===== config.mk =====
export PLATFORM = sky130hd
export DESIGN_NAME = capture_watermark_pipe_flat
export DESIGN_NICKNAME = d
export VERILOG_FILES = /design/src/rtl/capture_watermark_pipe_if.sv /design/src/rtl/capture_watermark_pipe.sv /design/src/flat_wrapper.sv
export SDC_FILE = /design/constraint.sdc
export NUM_CORES = 1
export LEC_CHECK = 0
export CAP_MARGIN = 20
export CORE_UTILIZATION = 49
export CTS_CLUSTER_SIZE = 20
export DETAILED_ROUTE_END_ITERATION = 12
export HOLD_SLACK_MARGIN = 0.08
export PLACE_DENSITY_LB_ADDON = 0.05
export SYNTH_ARGS = -nofsm -noshare
export SYNTH_HDL_FRONTEND = slang
export SYNTH_SLANG_ARGS = --single-unit
export TNS_END_PERCENT = 10

===== constraint.sdc =====
create_clock -name pclk -period 1.9 [get_ports pclk]
set_input_delay 0.38 -clock pclk [delete_from_list [all_inputs] [get_ports pclk]]
set_output_delay 0.38 -clock pclk [all_outputs]
set_load 0.03 [all_outputs]

===== src/rtl/capture_watermark_pipe_if.sv =====
// Camera-side and frame-buffer-side signal bundle for capture_watermark_pipe.
// master drives the camera/config inputs; slave is the capture engine.
interface capture_watermark_pipe_if #(
  parameter int DW     = 8,
  parameter int BPP    = 2,
  parameter int ADDR_W = 19
);
  logic                vsync;
  logic                href;
  logic [DW-1:0]       d;
  logic [1:0]          mode_in;
  logic [15:0]         key_in;
  logic [DW*BPP-1:0]   wked_pixel;
  logic                wked_pixel_ready;
  logic [ADDR_W-1:0]   wked_pixel_adrr;
  logic [7:0]          frame_cnt;
  logic                frame_overrun;

  modport master (
    output vsync, href, d, mode_in, key_in,
    input  wked_pixel, wked_pixel_ready, wked_pixel_adrr, frame_cnt, frame_overrun
  );

  modport slave (
    input  vsync, href, d, mode_in, key_in,
    output wked_pixel, wked_pixel_ready, wked_pixel_adrr, frame_cnt, frame_overrun
  );
endinterface


===== src/rtl/capture_watermark_pipe.sv =====
// Camera capture engine: assembles BPP-byte pixels, embeds LSB watermark bits
// and emits each pixel with its frame-linear address two cycles later.
module capture_watermark_pipe #(
  parameter int DW        = 8,
  parameter int BPP       = 2,
  parameter int ADDR_W    = 19,
  parameter int FRAME_PIX = 307200,
  parameter int WM_BITS   = 1
) (
  input  logic                      pclk,
  input  logic                      rst,
  capture_watermark_pipe_if.slave   cam
);

  localparam int PW  = DW * BPP;
  localparam int CW  = (BPP > 1) ? $clog2(BPP) : 1;
  localparam int AW1 = ADDR_W + 1;
  localparam logic [15:0]    LFSR_INIT = 16'hACE1;
  localparam logic [AW1-1:0] PIX_MAX   = AW1'(FRAME_PIX);
  localparam logic [CW-1:0]  BCNT_LAST = CW'(BPP - 1);

  typedef enum logic [1:0] {S_SYNC = 2'd0, S_VBLANK = 2'd1, S_ACTIVE = 2'd2} state_e;

  function automatic logic [15:0] lfsr_step(input logic [15:0] l);
    return {l[14:0], l[15] ^ l[13] ^ l[12] ^ l[10]};
  endfunction

  function automatic logic [PW-1:0] apply_wm(input logic [PW-1:0] pix, input logic [1:0] mode,
                                             input logic [7:0] bits);
    logic [PW-1:0] mask;
    logic [PW-1:0] ext;
    mask = {PW{1'b0}};
    for (int i = 0; i < WM_BITS; i++) mask[i] = 1'b1;
    ext = PW'(bits) & mask;
    case (mode)
      2'd1:    return (pix & ~mask) | ext;
      2'd2:    return pix ^ ext;
      2'd3:    return (pix & ~mask) | ext;
      default: return pix;
    endcase
  endfunction

  state_e            state_q, state_d;
  logic              vsync_prev_q;
  logic [CW-1:0]     bcnt_q;
  logic [PW-1:0]     shift_q;
  logic [AW1-1:0]    pcnt_q;
  logic [15:0]       lfsr_q;
  logic [15:0]       key_sh_q;
  logic [1:0]        mode_sh_q;
  logic [7:0]        frame_cnt_q;
  logic              overrun_q;
  logic              s1_valid_q;
  logic [PW-1:0]     s1_pix_q;
  logic [ADDR_W-1:0] s1_addr_q;
  logic [1:0]        s1_mode_q;
  logic [7:0]        s1_bits_q;
  logic              ready_q;
  logic [PW-1:0]     pixel_q;
  logic [ADDR_W-1:0] addr_q;

  logic              frame_start_s, frame_end_s, capture_s, pix_done_s, accept_s, drop_s;
  logic [PW+DW-1:0]  cat_s;
  logic [PW-1:0]     pix_s;

  assign cat_s = {shift_q, cam.d};
  assign pix_s = cat_s[PW-1:0];

  // FSM state register
  always_ff @(posedge pclk) begin
    if (rst) state_q <= S_SYNC;
    else     state_q <= state_d;
  end

  // FSM next-state logic
  always_comb begin
    state_d = state_q;
    case (state_q)
      S_SYNC:   if (cam.vsync) state_d = S_VBLANK; else state_d = S_SYNC;
      S_VBLANK: if (vsync_prev_q && !cam.vsync) state_d = S_ACTIVE; else state_d = S_VBLANK;
      S_ACTIVE: if (cam.vsync) state_d = S_VBLANK; else state_d = S_ACTIVE;
      default:  state_d = S_SYNC;
    endcase
  end

  // FSM-derived strobes; a pixel completing while vsync is high is never captured
  always_comb begin
    frame_start_s = 1'b0;
    frame_end_s   = 1'b0;
    capture_s     = 1'b0;
    case (state_q)
      S_VBLANK: frame_start_s = vsync_prev_q & ~cam.vsync;
      S_ACTIVE: begin
        frame_end_s = cam.vsync;
        capture_s   = cam.href & ~cam.vsync;
      end
      default: begin
        frame_start_s = 1'b0;
        capture_s     = 1'b0;
      end
    endcase
    if (capture_s && (bcnt_q == BCNT_LAST)) pix_done_s = 1'b1;
    else                                    pix_done_s = 1'b0;
    accept_s = pix_done_s & (pcnt_q < PIX_MAX);
    drop_s   = pix_done_s & ~accept_s;
  end

  // Byte assembly, per-frame shadow config, LFSR, address and frame bookkeeping
  always_ff @(posedge pclk) begin
    if (rst) begin
      vsync_prev_q <= 1'b0;
      bcnt_q       <= {CW{1'b0}};
      shift_q      <= {PW{1'b0}};
      pcnt_q       <= {AW1{1'b0}};
      lfsr_q       <= LFSR_INIT;
      key_sh_q     <= 16'h0000;
      mode_sh_q    <= 2'd0;
      frame_cnt_q  <= 8'd0;
      overrun_q    <= 1'b0;
    end else begin
      vsync_prev_q <= cam.vsync;
      if (capture_s) begin
        shift_q <= pix_s;
        bcnt_q  <= pix_done_s ? {CW{1'b0}} : bcnt_q + CW'(1);
      end else begin
        bcnt_q  <= {CW{1'b0}};
      end
      if (frame_start_s) begin
        mode_sh_q <= cam.mode_in;
        key_sh_q  <= cam.key_in;
        lfsr_q    <= (cam.key_in == 16'h0000) ? LFSR_INIT : cam.key_in;
        pcnt_q    <= {AW1{1'b0}};
        overrun_q <= 1'b0;
      end else if (accept_s) begin
        lfsr_q    <= lfsr_step(lfsr_q);
        pcnt_q    <= pcnt_q + AW1'(1);
      end else if (drop_s) begin
        overrun_q <= 1'b1;
      end
      if (frame_end_s) frame_cnt_q <= frame_cnt_q + 8'd1;
    end
  end

  // Two-stage output pipeline: raw pixel plus the watermark bits in use at acceptance
  always_ff @(posedge pclk) begin
    if (rst) begin
      s1_valid_q <= 1'b0;
      s1_pix_q   <= {PW{1'b0}};
      s1_addr_q  <= {ADDR_W{1'b0}};
      s1_mode_q  <= 2'd0;
      s1_bits_q  <= 8'd0;
      ready_q    <= 1'b0;
      pixel_q    <= {PW{1'b0}};
      addr_q     <= {ADDR_W{1'b0}};
    end else begin
      s1_valid_q <= accept_s;
      if (accept_s) begin
        s1_pix_q  <= pix_s;
        s1_addr_q <= pcnt_q[ADDR_W-1:0];
        s1_mode_q <= mode_sh_q;
        s1_bits_q <= (mode_sh_q == 2'd3) ? key_sh_q[7:0] : lfsr_q[7:0];
      end
      ready_q <= s1_valid_q;
      if (s1_valid_q) begin
        pixel_q <= apply_wm(s1_pix_q, s1_mode_q, s1_bits_q);
        addr_q  <= s1_addr_q;
      end
    end
  end

  assign cam.wked_pixel       = pixel_q;
  assign cam.wked_pixel_ready = ready_q;
  assign cam.wked_pixel_adrr  = addr_q;
  assign cam.frame_cnt        = frame_cnt_q;
  assign cam.frame_overrun    = overrun_q;

endmodule

===== src/flat_wrapper.sv =====
// flat-port wrapper written by rule: the top's interface ports become plain ports
module capture_watermark_pipe_flat 
#(
  parameter int DW        = 8,
  parameter int BPP       = 2,
  parameter int ADDR_W    = 19,
  parameter int FRAME_PIX = 307200,
  parameter int WM_BITS   = 1
)
  (pclk, rst, cam_vsync, cam_href, cam_d, cam_mode_in, cam_key_in, cam_wked_pixel, cam_wked_pixel_ready, cam_wked_pixel_adrr, cam_frame_cnt, cam_frame_overrun);
  capture_watermark_pipe_if #(.DW(DW), .BPP(BPP), .ADDR_W(ADDR_W)) cam_i ();
  input  logic pclk;
  input  logic rst;
  input wire logic [$bits(cam_i.vsync)-1:0] cam_vsync;
  input wire logic [$bits(cam_i.href)-1:0] cam_href;
  input wire logic [$bits(cam_i.d)-1:0] cam_d;
  input wire logic [$bits(cam_i.mode_in)-1:0] cam_mode_in;
  input wire logic [$bits(cam_i.key_in)-1:0] cam_key_in;
  output wire logic [$bits(cam_i.wked_pixel)-1:0] cam_wked_pixel;
  output wire logic [$bits(cam_i.wked_pixel_ready)-1:0] cam_wked_pixel_ready;
  output wire logic [$bits(cam_i.wked_pixel_adrr)-1:0] cam_wked_pixel_adrr;
  output wire logic [$bits(cam_i.frame_cnt)-1:0] cam_frame_cnt;
  output wire logic [$bits(cam_i.frame_overrun)-1:0] cam_frame_overrun;
  assign cam_i.vsync = cam_vsync;
  assign cam_i.href = cam_href;
  assign cam_i.d = cam_d;
  assign cam_i.mode_in = cam_mode_in;
  assign cam_i.key_in = cam_key_in;
  assign cam_wked_pixel = cam_i.wked_pixel;
  assign cam_wked_pixel_ready = cam_i.wked_pixel_ready;
  assign cam_wked_pixel_adrr = cam_i.wked_pixel_adrr;
  assign cam_frame_cnt = cam_i.frame_cnt;
  assign cam_frame_overrun = cam_i.frame_overrun;
  capture_watermark_pipe #(.DW(DW), .BPP(BPP), .ADDR_W(ADDR_W), .FRAME_PIX(FRAME_PIX), .WM_BITS(WM_BITS)) u_core (.pclk(pclk), .rst(rst), .cam(cam_i));
endmodule

; Word level (Yosys, flattened, before mapping)
; Index checks and enable logic that the tools add are counted.
[totals]
regBits = 135
inputBits = 30
output_inout_bits = 45
wordCells = 63
[op_classes]
n_addsub = 3
order_cmp = 1
eq_ne = 6
muxes = 13
bitwise = 12
n_reduce_logical = 10
[ops]
columns = op, count
row1 = two-way mux 16 bit, 3
row2 = case mux 16 bit (2 select lines), 1
row3 = "adder 20 x 1 -> 20 bit, second input constant", 1
row4 = "< comparator 20 x 19 -> 1 bit, second input constant", 1
row5 = logical NOT 16 bit, 1
row6 = bitwise OR 16 x 1 -> 16 bit, 1
row7 = XOR 16 x 1 -> 16 bit, 1
row8 = "adder 8 x 1 -> 8 bit, second input constant", 1
row9 = "== test 2 bit, second input constant", 4
row10 = two-way mux 1 bit, 6
row11 = case mux 2 bit (3 select lines), 1
row12 = AND 1 bit, 4
row13 = "== test 2 x 1 -> 1 bit, second input constant", 2
row14 = two-way mux 2 bit, 2
row15 = OR reduction 2 bit, 2
row16 = NOT 1 bit, 3
row17 = OR reduction 3 bit, 1
row18 = XOR 1 bit, 3
row19 = logical AND 1 bit, 2
row20 = logical NOT 2 bit, 1
row21 = AND reduction 2 bit, 1
row22 = nonzero test 2 bit, 1
row23 = "adder 1 bit, second input constant", 1
row24 = logical NOT 1 bit, 1

; Longest topological paths before layout
; Gate-level depths: netlist (run 1).
[logic_depth]
ltp_word = 9
ltp_mapped = 8

; Worst setup path after synthesis (run 1)
; No wires, ideal clock.
[synth_timing]
kind = reg2reg
from = register u_core.state_q[0]
to = register u_core.pcnt_q[11]
setup_time_ns = 0.070
arrival_ns = 1.834
required_time_ns = 1.830
slack_ns = -0.004
path_stages_with_launch = 7
n_path_buf = 2
period_less_slack_ns = 1.904
cell_sequence = dfxtp_1 buf_6 nand4bb_1 or4_1 buf_2 or4_1 a21oi_1
[synth_via]
elab_chain_cells = 5
word_cells_on_any_way = 8
cone_classes = eq/ne: 2 / mux: 3 / bitwise: 1 / reduce/logical: 2
[synth_rtl]
columns = element, line_no
row1 = from (decl), capture_watermark_pipe.sv:43  ; state_e state_q, state_d;
row2 = from (signal assigned), capture_watermark_pipe.sv:72  ; else state_q <= state_d;
row3 = == test 2 bit, capture_watermark_pipe.sv:91  ; case (state_q)
row4 = two-way mux 1 bit, capture_watermark_pipe.sv:91
row5 = logical AND 1 bit, capture_watermark_pipe.sv:102  ; if (capture_s && (bcnt_q == BCNT_LAST)) pix_done_s = 1'b1;
row6 = two-way mux 1 bit, capture_watermark_pipe.sv:102
row7 = AND 1 bit, capture_watermark_pipe.sv:104  ; accept_s = pix_done_s & (pcnt_q < PIX_MAX);
row8 = to (signal assigned), capture_watermark_pipe.sv:114  ; pcnt_q <= {AW1{1'b0}};
row9 = to (signal assigned), capture_watermark_pipe.sv:132  ; pcnt_q <= {AW1{1'b0}};
row10 = to (signal assigned), capture_watermark_pipe.sv:136  ; pcnt_q <= pcnt_q + AW1'(1);
row11 = to (decl), capture_watermark_pipe.sv:47  ; logic [AW1-1:0] pcnt_q;
; Several ways; a longest one is shown, not always the timed one.
; A chain may end at the register's enable or synchronous reset.

; Worst setup path in the final report (run 1)
[layout_timing]
from = register u_core.state_q[0]
to = register u_core.pcnt_q[14]
; The elaborated chain is that of the path after synthesis.

==> metrics.yaml, run 1 <==
finish.utilization_pct: 66.5
power_frac_clock_pct: 53.9
ctsRootBufferMaster: "clkbuf_8"
post_drt_via_cell_ratio: 5.66
initial_core_util_pct: 50.3
grt_util_all_layers_pct: 23.3
postSynthNetCount: 656
leakage_nw: 2.67
clkSinkCount: 135
horizontal_die_dimension_um: 108
htree_levels: 4
dr.pass1.iters: 5
routed_wl_um: 12800
clkLatencyLatePin_ns: 0.52
cp_max_fo: 6
timing.critical_path.to_type: "flip-flop"
min_period_ns: 1.83
n_antenna_cell: 0
ys_top_cells_by_area: "dfxtp_1 (50%), mux2i_1 (6.8%), a21oi_1 (6.7%)"
cp.arrival_ns: 2.28
route.vias.total: 4846
finalHoldViolations: 0
detail_route.wl_per_cell_um: 15.0
postSynth.asyncResetShare_pct: 0
cap_viol_max_count: 0
detail-route-antenna-nets: 0
count_of_state_elements_after_synthesis: 135
postCtsHoldBufs: 0
grt_pass1_wl_um: 21100
synth_top_flop_cell: "dfxtp_1"
crit_path_top_delay_cell: "or4_4"
maxClockFrequency_mhz: 546
row_count: 38
clk_pin_slew_worst_paths_ns: 0.06
tritoncts.num_buffers: 17
remaining_drc_errors: 0
buffer_ports.inserted: 74
syn_area_um2: 5460
clock_tree_from_tritoncts: "built"
status: "finished, final reports clean"
die_height_um: 108
area.growth.synth_to_final_pct: 32.2
sequential_cell_area_fraction_in_the_yosys_report_pct: 49.5
cp.required_ns: 2.35
setup_repair_after_global_routing_missed_its_margin: "yes"
core_area_um2: 10800
design.die.area_um2: 11600
delay_of_the_slowest_critical_path_stage_ns: 0.58
internal_power_mw: 5.30
post-synth-top-area-fraction_pct: 49.5
worstPathCellList: "nand4bb_4 > or4_4 > or4_1 > a21oi_1"
n_fill_cell: 920
fin_worst_skew_ns: 0.00522
power.switching_mw: 1.30
detailed_place_hpwl_um: 8510
setup.worst_path.class: "flip-flop to flip-flop"
netlist_cell_types: 42
switching_share_pct: 19.7
final.hold.worst_slack_ns: 0.227
fin_crit_sh_pct: 96.5
critPathLaunchType: "flip-flop"
grt_start_max_net_pins: 54
synth_top_cell_by_area: "dfxtp_1"
finalPower_mw: 6.60
cts_buffer_depth: 2
drive_above_1_share_pct: 11.9
hp-class: "input port to flip-flop"
timing.slew.headroom_pct: 74.2
timing_worst_slew_pin_value_ns: 0.388
synth_edf_count: 0
fin_nets: 735
drtIter0Drc: 317
synthCells: 624
drv_slew: 0
first_global_vias: 4527
boundaryPins: 75
routabilityCongestion: 0.833
grt_remaining_overflow: 0
comb_power_share_pct: 2.9
max-vdd-ir-drop_uv: 616
yosys_warnings: 0
pwr-share-seq_pct: 43.2
power_per_cell_area_nw_per_um2: 916
setup_viol_count_final: 0
initial_antenna_violation_count: 0
synth.avg_cell_area_um2: 8.74
post-cts-setup-buffers: 0
-- cells in the final DEF, fill, tap and decap left out, types with 14 or more instances in the layout --
master / netlist / final
dlygate4sd2_1: 0 / 44
o21ai_0: 56 / 55
a21oi_1: 73 / 73
mux2i_1: 37 / 37
clkbuf_16: 0 / 16
nand3_1: 55 / 55
nand2_1: 37 / 36
nor2_1: 54 / 53
o31ai_1: 14 / 14
buf_4: 0 / 38
or4_1: 16 / 14
clkdlybuf4s50_1: 0 / 28
dfxtp_1: 135 / 134
-- area by class of cell --
| cell class | count | area [µm²] | share of cell area (%) |
|---|---|---|---|
| repair buffers | 118 | 1100 | 15.3 |
| multi-input cells | 427 | 2560 | 35.5 |
| clock buffers | 20 | 455 | 6.32 |
| flip-flops and latches | 135 | 2700 | 37.5 |
| inverters | 4 | 15.0 | 0.208 |
| clock inverters | 12 | 198 | 2.74 |
| well taps | 140 | 175 | 2.43 |
-- cell usage after synthesis (3+ instances only) --
cell type,count
dfxtp_1,135
a21oi_1,73
o21ai_0,56
nand3_1,55
nor2_1,54
clkbuf_1,48
mux2i_1,37
nand2_1,37
or4_1,16
o31ai_1,14
nand4_1,11
a311oi_1,9
a2bb2oi_1,7
nor3_1,7
a31oi_1,6
buf_2,5
xnor2_1,5
inv_1,4
nor4_1,4
or3_1,4
xor2_1,4
and4_1,3
buf_1,3
nor2b_1,3
-- layer usage --
layer | GRT usage [%] | up-vias | share of wire [%]
met5 | 0 | - | 0
met1 | 29.4 | 2290 | 46
met3 | 4.96 | 17 | 4.5
met2 | 38.1 | 126 | 48
met4 | 10.2 | 0 | 1.6
li1 | - | 2413 | -
-- power by group through the flow --
| stage | Combinational (mW) | Sequential [mW] | Clock [mW] |
|---|---|---|---|
| after global routing | 0.204 | 2.85 | 3.74 |
| after CTS | 0.185 | 2.85 | 3.62 |
| after detailed placement | 0.184 | 2.91 | 0 |
| after global placement | 0.182 | 2.91 | 0 |
| final | 0.189 | 2.85 | 3.56 |
| after floorplan | 0.0849 | 2.91 | 0 |
-- flip-flops by register name, summed over array words and instances, names as in the netlist, 2 cells and up --
name                        flops
u_core.lfsr_q                  16
u_core.pcnt_q                  20
u_core.s1_pix_q                16
u_core.state_q                  2
u_core.cam.wked_pixel          16
u_core.mode_sh_q                2
u_core.s1_mode_q                2
u_core.s1_addr_q               19
u_core.shift_q                  8
u_core.cam.frame_cnt            8
u_core.cam.wked_pixel_adrr     19
-- through the flow --
stage	area, µm²	TNS [ns]	instances	worst slack [ns]
floorplan	5460	0	624	0.0316
global placement	6570	-24.35	824	-0.453
detailed placement	6570	-28.19	824	-0.529
CTS	7170	0	856	0.00518
global route	7210	-0.187	856	-0.0461
finish	7210	0	856	0.0671
-- critical path, delay by kind of cell (launching register included) --
kind | cells | cell delay [ns]
simple gates | 3 | 1.26
compound gates | 1 | 0.18
flops | 1 | 0.32
-- worst paths after layout --
kind | to | depth (start not counted) | slack (ns) | from
hold / removal | u_core.cam.frame_cnt[0]$_SDFFE_PP0P_ | 2 | 0.23 | rst
setup / recovery | u_core.pcnt_q[14]$_SDFFE_PP0P_ | 4 | 0.07 | u_core.state_q[0]$_SDFF_PP0_
hold reg to reg | u_core.shift_q[4]$_SDFFE_PP0N_ | 2 | 0.46 | u_core.shift_q[4]$_SDFFE_PP0N_
setup reg to reg | u_core.pcnt_q[14]$_SDFFE_PP0P_ | 4 | 0.07 | u_core.state_q[0]$_SDFF_PP0_
-- timing repair --
| action | 4_1_cts | 5_1_grt |
|---|---|---|
| endpoints found under the setup margin | 45 | 34 |
| gates resized for setup | 45 | 7 |
| pin swaps | 0 | 0 |
-- cells by family (layout without fill, tap and decap cells) --
group                      after synthesis  in the layout  share of synthesized area [%]
DFF                                    135            135                           49.5
buffers and inverters                   62            154                           4.54
AOI/OAI and AO/OA                      174            174                           18.4
muxes                                   37             37                           6.79
adders and majority gates                2              2                          0.459
and+or+nand+nor                        205            205                           18.8
xor gates and xnor gates                 9              9                           1.44
(Power assumes the default switching activity.)
==> run 2, diff against run 1 <==
--- a/config.mk
+++ b/config.mk
@@ -7,6 +7,7 @@
 export LEC_CHECK = 0
 export CAP_MARGIN = 20
 export CORE_UTILIZATION = 49
+export CTS_CLUSTER_DIAMETER = 200
 export CTS_CLUSTER_SIZE = 20
 export DETAILED_ROUTE_END_ITERATION = 12
 export HOLD_SLACK_MARGIN = 0.08
==> results of run 2 <==
Final layout, timing and power as in run 1 (identical DEF).
